**config.mk**
```make
export PLATFORM = sky130hd
export DESIGN_NAME = eth_egress_sched
export DESIGN_NICKNAME = d
export VERILOG_FILES = /design/src/rtl/eth_egress_sched.sv
export SDC_FILE = /design/constraint.sdc
export NUM_CORES = 1
export LEC_CHECK = 0
export ABC_AREA = 1
export ABC_CLOCK_PERIOD_IN_PS = 1350
export BUFFER_PORTS_ARGS = -buffer_cell sky130_fd_sc_hd__buf_4
export CELL_PAD_IN_SITES_DETAIL_PLACEMENT = 0
export CELL_PAD_IN_SITES_GLOBAL_PLACEMENT = 1
export CORE_ASPECT_RATIO = 0.9
export CORE_MARGIN = 1
export CORE_UTILIZATION = 26
export DETAILED_ROUTE_END_ITERATION = 10
export PLACE_DENSITY = 0.85
export SLEW_MARGIN = 20
export SYNTH_ARGS = -nofsm -noshare
export SYNTH_HDL_FRONTEND = slang
export SYNTH_SLANG_ARGS = --single-unit
```
**constraint.sdc**
```tcl
create_clock -name clk -period 1.35 [get_ports clk]
set_input_delay 0.27 -clock clk [delete_from_list [all_inputs] [get_ports clk]]
set_output_delay 0.27 -clock clk [all_outputs]
set_load 0.1 [all_outputs]
```
**src/rtl/eth_egress_sched.sv**
```systemverilog
`default_nettype none
// +----------------------------------------------------------------------------+
// | Module      : eth_egress_sched                                             |
// | Description : Packet-granular weighted arbiter between the CHDR (x2e) and  |
// |               CPU (c2e) streams in front of the Ethernet MAC. CHDR wins by |
// |               default; CPU is granted after CHDR_WEIGHT CHDR packets have  |
// |               passed while it waited. Registered 64-bit AXIS output.       |
// |               Optional packet statistics: ETH_EGRESS_SCHED_STATS_EN.       |
// | Revision    : 1.0 - initial release                                        |
// +----------------------------------------------------------------------------+
module eth_egress_sched #(
    parameter int CHDR_WEIGHT = 4,
    parameter int CNT_W       = 8
) (
    input  logic        clk,
    input  logic        rst_n,
    input  logic [63:0] s_chdr_tdata,
    input  logic [3:0]  s_chdr_tuser,
    input  logic        s_chdr_tlast,
    input  logic        s_chdr_tvalid,
    output logic        s_chdr_tready,
    input  logic [63:0] s_cpu_tdata,
    input  logic [3:0]  s_cpu_tuser,
    input  logic        s_cpu_tlast,
    input  logic        s_cpu_tvalid,
    output logic        s_cpu_tready,
    output logic [63:0] m_mac_tdata,
    output logic [3:0]  m_mac_tuser,
    output logic        m_mac_tlast,
    output logic        m_mac_tvalid,
    input  logic        m_mac_tready,
    output logic        busy,
    input  logic        stats_clear,
    output logic [31:0] stat_chdr_pkts,
    output logic [31:0] stat_cpu_pkts
);

    typedef enum logic [1:0] {
        S_IDLE     = 2'd0,
        S_GNT_CHDR = 2'd1,
        S_GNT_CPU  = 2'd2
    } state_t;

    localparam logic [CNT_W-1:0] C_WEIGHT = CNT_W'(CHDR_WEIGHT);

    state_t           r_state;
    logic [CNT_W-1:0] r_starve_cnt;
    logic             r_mac_tvalid;
    logic [63:0]      r_mac_tdata;
    logic [3:0]       r_mac_tuser;
    logic             r_mac_tlast;

    logic        w_out_free;
    logic        w_chdr_acc;
    logic        w_cpu_acc;
    logic        w_acc;
    logic        w_chdr_end;
    logic        w_cpu_end;
    logic [63:0] w_in_tdata;
    logic [3:0]  w_in_tuser;
    logic        w_in_tlast;

    // The output register can take a new beat whenever it is empty or draining.
    assign w_out_free    = !r_mac_tvalid || m_mac_tready;
    assign s_chdr_tready = (r_state == S_GNT_CHDR) && w_out_free;
    assign s_cpu_tready  = (r_state == S_GNT_CPU)  && w_out_free;

    assign w_chdr_acc = s_chdr_tready && s_chdr_tvalid;
    assign w_cpu_acc  = s_cpu_tready  && s_cpu_tvalid;
    assign w_acc      = w_chdr_acc || w_cpu_acc;
    assign w_chdr_end = w_chdr_acc && s_chdr_tlast;
    assign w_cpu_end  = w_cpu_acc  && s_cpu_tlast;

    assign w_in_tdata = (r_state == S_GNT_CPU) ? s_cpu_tdata : s_chdr_tdata;
    assign w_in_tuser = (r_state == S_GNT_CPU) ? s_cpu_tuser : s_chdr_tuser;
    assign w_in_tlast = (r_state == S_GNT_CPU) ? s_cpu_tlast : s_chdr_tlast;

    always_ff @(posedge clk) begin
        if (!rst_n) begin
            r_state      <= S_IDLE;
            r_starve_cnt <= '0;
            r_mac_tvalid <= 1'b0;
            r_mac_tdata  <= '0;
            r_mac_tuser  <= '0;
            r_mac_tlast  <= 1'b0;
        end else begin
            case (r_state)
                S_IDLE: begin
                    if (s_chdr_tvalid && s_cpu_tvalid) begin
                        r_state <= (r_starve_cnt >= C_WEIGHT) ? S_GNT_CPU : S_GNT_CHDR;
                    end else if (s_chdr_tvalid) begin
                        r_state <= S_GNT_CHDR;
                    end else if (s_cpu_tvalid) begin
                        r_state <= S_GNT_CPU;
                    end
                end
                S_GNT_CHDR: begin
                    if (w_chdr_end) begin
                        r_state <= S_IDLE;
                        // Only CHDR packets that overtook a waiting CPU packet count.
                        if (s_cpu_tvalid && (r_starve_cnt < C_WEIGHT)) begin
                            r_starve_cnt <= r_starve_cnt + CNT_W'(1);
                        end
                    end
                end
                S_GNT_CPU: begin
                    if (w_cpu_end) begin
                        r_state      <= S_IDLE;
                        r_starve_cnt <= '0;
                    end
                end
                default: r_state <= S_IDLE;
            endcase

            if (w_acc) begin
                r_mac_tvalid <= 1'b1;
                r_mac_tdata  <= w_in_tdata;
                r_mac_tuser  <= w_in_tuser;
                r_mac_tlast  <= w_in_tlast;
            end else if (m_mac_tready) begin
                r_mac_tvalid <= 1'b0;
            end
        end
    end

    assign m_mac_tvalid = r_mac_tvalid;
    assign m_mac_tdata  = r_mac_tdata;
    assign m_mac_tuser  = r_mac_tuser;
    assign m_mac_tlast  = r_mac_tlast;
    assign busy         = (r_state != S_IDLE) || r_mac_tvalid;

`ifdef ETH_EGRESS_SCHED_STATS_EN
    logic [31:0] r_stat_chdr;
    logic [31:0] r_stat_cpu;

    // Clear outranks a coincident packet end.
    always_ff @(posedge clk) begin
        if (!rst_n || stats_clear) begin
            r_stat_chdr <= '0;
            r_stat_cpu  <= '0;
        end else begin
            if (w_chdr_end) begin
                r_stat_chdr <= r_stat_chdr + 32'd1;
            end
            if (w_cpu_end) begin
                r_stat_cpu <= r_stat_cpu + 32'd1;
            end
        end
    end

    assign stat_chdr_pkts = r_stat_chdr;
    assign stat_cpu_pkts  = r_stat_cpu;
`else
    logic w_unused_stats_clear;
    assign w_unused_stats_clear = stats_clear;
    assign stat_chdr_pkts       = '0;
    assign stat_cpu_pkts        = '0;
`endif

endmodule
`default_nettype wire
```
==> metrics.txt, run 1 <==
run status finished, violations left; violations in the final reports negative setup slack; DRC violations left 0; PwrDens 2030 nW/um2; cell-by-cell trace of the critical path nor2_4 > inv_2 > or2_4 > buf_12; fraction of the mapped netlist area in simple logic gates 25.4%; cell area after layout 7330 um2; Final ANT Viol Nets 0; crit path max fanout 4; number of buffers added by the clock tree synthesis step 9; clock tree from TritonCTS done; num ports 281; clock sink total 80; RR Startpoint r_state[1]; shortest clock period the worst path allows after layout 1.56 ns; number of different library cells in the post-synthesis netlist 23; setup violation total in the final timing report 72; area post-placement 5960 um2; FF-to-FF End m_mac_tdata[62]; worst supply voltage drop on vdd 975 uV; Layout Area Growth over Synthesis 73.9%; launch point of the worst path r_state[1]; maximum count of clock buffers along a single path 2; signal arrival time at the worst endpoint 1.29 ns; origin of the worst min-delay path s_cpu_tdata[31]; Worst path slowest cell dfxtp_4; final count of hold timing violations 0; Die Outline Area 16700 um2; Die Span Y 123 um; # diodes 0; detail-routed net length per standard cell 15.3 um; yosys warns 0; Initial Util 27.0%; Area contributors post-synth dfxtp_1 38%, o211a_1 16%, nand2_1 14%, buf_4 12%, nand3_1 8.7%; largest family of logic cells by synthesized area simple AND/OR/NAND/NOR gates; number of H-tree levels 3; flops & latches, synth 80; via count normalized by instance count 4.44; All-Layer GR Usage 15.4%; total congestion overflow 0; highest-count cells in the layout ignoring fill and taps 228 x buf_4, 152 x nand2_1, 77 x dfxtp_1; post-route fraction of the period consumed by the critical path 115%; chip width 136 um; critical setup path kind reg -> out; static leakage 0.00392 uW; Hold Crit Depth 4; number of antenna violations at the first check in global routing 0; final wirelength 15100 um; most common cell after layout, fill and taps aside buf_4; wire length of the first global-routing pass 19500 um; pin count of the biggest net entering global routing 39; data required time at the worst endpoint 1.08 ns; Syn Inst Count 536; largest clock skew in the final design 0.00785 ns; final-layout worst hold slack 0.262 ns; Compound-Gate Fraction of Synth Area 17.5%; setup repair after global routing missed its margin true; Placer Congestion 0.743; cell at the root of the clock tree clkbuf_16; Mapped Area 4220 um2; fraction of final layout cells sized beyond drive strength 1 47.3%; Max Slew Vio Count 0; Fin Setup TNS -6.18 ns; worst reg2reg setup slack -0.17 ns; CP max stage delay 0.37 ns; DPL Wire Length 8580 um; crit path launch type flop; Worst Hold Endpoint m_mac_tdata[31]; floorplan core area 15600 um2; number of global-route vias before repair 3883; library cell occupying the most area in the post-synthesis netlist dfxtp_1; Worst Setup Slack, final -0.205 ns; part of the Yosys area used for sequential elements 38.0%; mux contribution to synthesized area 0%; max cap viols 0; CP Capture Type output port; count of buffers from port buffering 215; Layout Nets 928; post-synth top area share 38.0%; Adder-Cell Fraction of Synth Area 0.594%; Skew-Pair Late Insertion Delay 0.34 ns; path type of the worst min-delay path in -> reg; average cell area after synthesis 7.86 um2; detailed-router iteration count before antenna repair 4; xor and xnor fraction of the mapped netlist area 0%; violation count after the first detailed-routing iteration 103; clock-pin slew on the worst setup and hold paths 0.07 ns; number of cell instances on the worst register-to-register path 9; Core Rows 43; highest attainable clock frequency 0.643 GHz; vias post-DR 4393
[kinds of logic (layout without fill, tap and decap cells)]
kind of cell	after synthesis	after routing
compound gates	78	78
buf+inv	118	304
simple gates	257	259
flops	80	80
fa+ha+maj	2	2
other cells	1	64
[worst max path at each step]
stage	to	slack, ns	cells after the start
3_5_place_dp	m_mac_tdata[0]	-0.19	10
3_3_place_gp	m_mac_tuser[0]	-0.16	10
4_1_cts	busy	-0.19	4
6_report	busy	-0.21	4
5_1_grt	busy	-0.26	4
2_1_floorplan	m_mac_tdata[0]	-0.53	9
[Yosys cell counts (all sizes together)]
| cell type | count |
|---|---|
| a21boi | 1 |
| or2 | 1 |
| dfxtp | 80 |
| nand3 | 73 |
| nand4 | 1 |
| nand2 | 161 |
| o21ai | 5 |
| clkbuf | 12 |
| buf | 90 |
| nor2 | 21 |
| a31oi | 2 |
| inv | 16 |
| conb | 1 |
| o211a | 68 |
| ha | 2 |
| a21oi | 2 |
[critical path: cells and delay by family, from the launching register on]
family,cells,cell delay [ns]
flops,1,0.37
simple gates,2,0.35
buf+inv,2,0.21
[stage by stage]
step,power [uW],setup slack (ns),instances,util [%]
after floorplan,9030,-0.526,599,-
after global placement,10600,-0.157,941,38.2
after detailed placement,10600,-0.192,941,38.2
after CTS,14100,-0.194,970,42.7
after global routing,15500,-0.259,989,47.0
final,14800,-0.205,989,47.0
[registers in the layout, indices dropped and copies added (netlist names)]
signal,cells
m_mac_tdata,64
m_mac_tlast,1
m_mac_tuser,4
m_mac_tvalid,1
r_starve_cnt,8
r_state,2
[timing repair]
item                       4_1_cts  5_1_grt
setup endpoints to repair       79       82
cloned                           7       14
pin swaps                        2       14
gates resized for setup         27       92
hold buffers                     0        0
setup buffers                    6        8
hold endpoints to repair         0        0
[final cells by class]
class | count | area (um2)
Clock buffer | 12 | 256
Multi-Input combinational cell | 403 | 2490
Timing Repair Buffer | 272 | 2580
Inverter | 16 | 70.1
Clock inverter | 4 | 76.3
Fill cell | 1541 | 8270
Tap cell | 202 | 253
Sequential cell | 80 | 1610
[report_power, final]
group | internal, uW | switching, uW | total, uW
logic | 2740 | 6260 | 8990
registers | 2850 | 274 | 3120
clock network | 1730 | 1010 | 2730
total | 7310 | 7540 | 14800
[per-layer routing]
metal	GRT usage (%)	part of all wire (%)	up-vias
met4	5.56	1.2	0
met5	0	0	-
li1	-	-	2161
met3	5.12	7.3	11
met2	27.4	50	179
met1	17.1	41	2042
(Power assumes the default switching activity.)
==> inputs of run 2 (changes only) <==
- RECOVER_POWER: default -> 100
==> metrics.txt, run 2 (same netlist as run 1, synthesis figures left out) <==
run status finished, violations left; violations in the final reports negative setup slack; total chip power 14800 uW; critical setup path kind reg -> out; vias post-DR 4399; number of cell instances on the worst register-to-register path 9; post-route fraction of the period consumed by the critical path 115%; number of buffers added by the clock tree synthesis step 9; data required time at the worst endpoint 1.08 ns; clock sink total 80; max FFs per register 64; Worst Hold Endpoint m_mac_tdata[34]; detail-routed net length per standard cell 15.3 um; shortest clock period the worst path allows after layout 1.55 ns; highest-count cells in the layout ignoring fill and taps 173 x buf_4, 152 x nand2_1, 77 x dfxtp_1; number of global-route vias before repair 3883; Initial Util 27.0%; Die Outline Area 16700 um2; Core Rows 43; path type of the worst min-delay path in -> reg; signal arrival time at the worst endpoint 1.28 ns; violation count after the first detailed-routing iteration 103; static leakage 0.00388 uW; Worst Setup Slack, final -0.203 ns; largest clock skew in the final design 0.00706 ns; maximum count of clock buffers along a single path 2; most common cell after layout, fill and taps aside buf_4; clock tree from TritonCTS done; placed cell count 941; final instance count without filler cells 989; launch point of the worst path r_state[1]; pin count of the biggest net entering global routing 39; detailed-router iteration count before antenna repair 4; DRC violations left 0; origin of the worst min-delay path s_chdr_tdata[34]; FF-to-FF End m_mac_tuser[0]; fraction of final layout cells sized beyond drive strength 1 47.1%; final-layout worst hold slack 0.261 ns; final wirelength 15100 um; Final ANT Viol Nets 0; All-Layer GR Usage 15.4%; count of buffers from port buffering 215; num ports 281; number of antenna violations at the first check in global routing 0; setup repair after global routing missed its margin true; DPL Wire Length 8580 um; floorplan core area 15600 um2; worst reg2reg setup slack -0.17 ns; Die Span Y 123 um; wire length of the first global-routing pass 19500 um; clock-pin slew on the worst setup and hold paths 0.07 ns; max cap viols 0; crit path launch type flop; Hold Crit Depth 4; PwrDens 2020 nW/um2; number of hold-repair buffers added at the cts stage 0; cell at the root of the clock tree clkbuf_16; Layout Area Growth over Synthesis 73.4%; setup violation total in the final timing report 73; chip width 136 um; CP Capture Type output port; worst supply voltage drop on vdd 972 uV; highest attainable clock frequency 0.644 GHz; # diodes 0; total congestion overflow 0; Placer Congestion 0.743; Max Slew Vio Count 0; number of H-tree levels 3; final count of hold timing violations 0; Layout Nets 928; crit path max fanout 4; via count normalized by instance count 4.45; Skew-Pair Late Insertion Delay 0.34 ns; RR Startpoint r_state[1]
-- run 2: per-layer routing --
| layer | up-vias | track usage, % | wire length [um] |
|---|---|---|---|
| li1 | 2163 | - | - |
| met1 | 2040 | 17.1 | 6220 |
| met2 | 187 | 27.4 | 7550 |
| met3 | 9 | 5.12 | 1140 |
| met4 | 0 | 5.56 | 170 |
| met5 | - | 0 | 0 |
-- run 2: report_power, final --
part           switching [uW]  internal, uW  leakage (uW)
combinational            6250          2670       0.00307
clock                    1010          1730      0.000159
sequential                265          2850      0.000657
-- run 2: what timing repair did --
item / CTS / global route
setup endpoints to repair: 79 / 82
gates resized for setup: 27 / 92
cloned: 7 / 14
buffers inserted: 6 / 8
pin swaps: 2 / 14
-- run 2: area by class of cell --
class	instances	area, um2
fill	1546	8290
clock inverter	4	76.3
timing repair buffer	272	2560
inverter	16	70.1
multi-input combinational	403	2480
tap	202	253
sequential	80	1610
clock buffer	12	256
-- run 2: worst max path at each step --
| stage | end | cells past startpoint |
|---|---|---|
| 2_1_floorplan | m_mac_tdata[0] | 9 |
| 6_report | busy | 4 |
| 3_5_place_dp | m_mac_tdata[0] | 10 |
| 3_3_place_gp | m_mac_tuser[0] | 10 |
| 5_1_grt | busy | 4 |
| 4_1_cts | busy | 4 |
-- run 2: critical path, stage by stage, from the launching register on --
cell,delay [ns]
dfxtp_4,0.37
nor2_4,0.12
inv_2,0.05
or2_4,0.23
buf_12,0.16
-- run 2: through the flow --
step                      setup WS, ns  setup TNS (ns)  area [um2]  util, %
final                           -0.203           -5.84        7310     46.8
after CTS                       -0.194           -8.51        6660     42.7
after floorplan                 -0.526          -35.03        4480        -
after detailed placement        -0.192           -6.33        5960     38.2
after global routing            -0.259           -9.94        7310     46.8
after global placement          -0.157           -5.05        5960     38.2
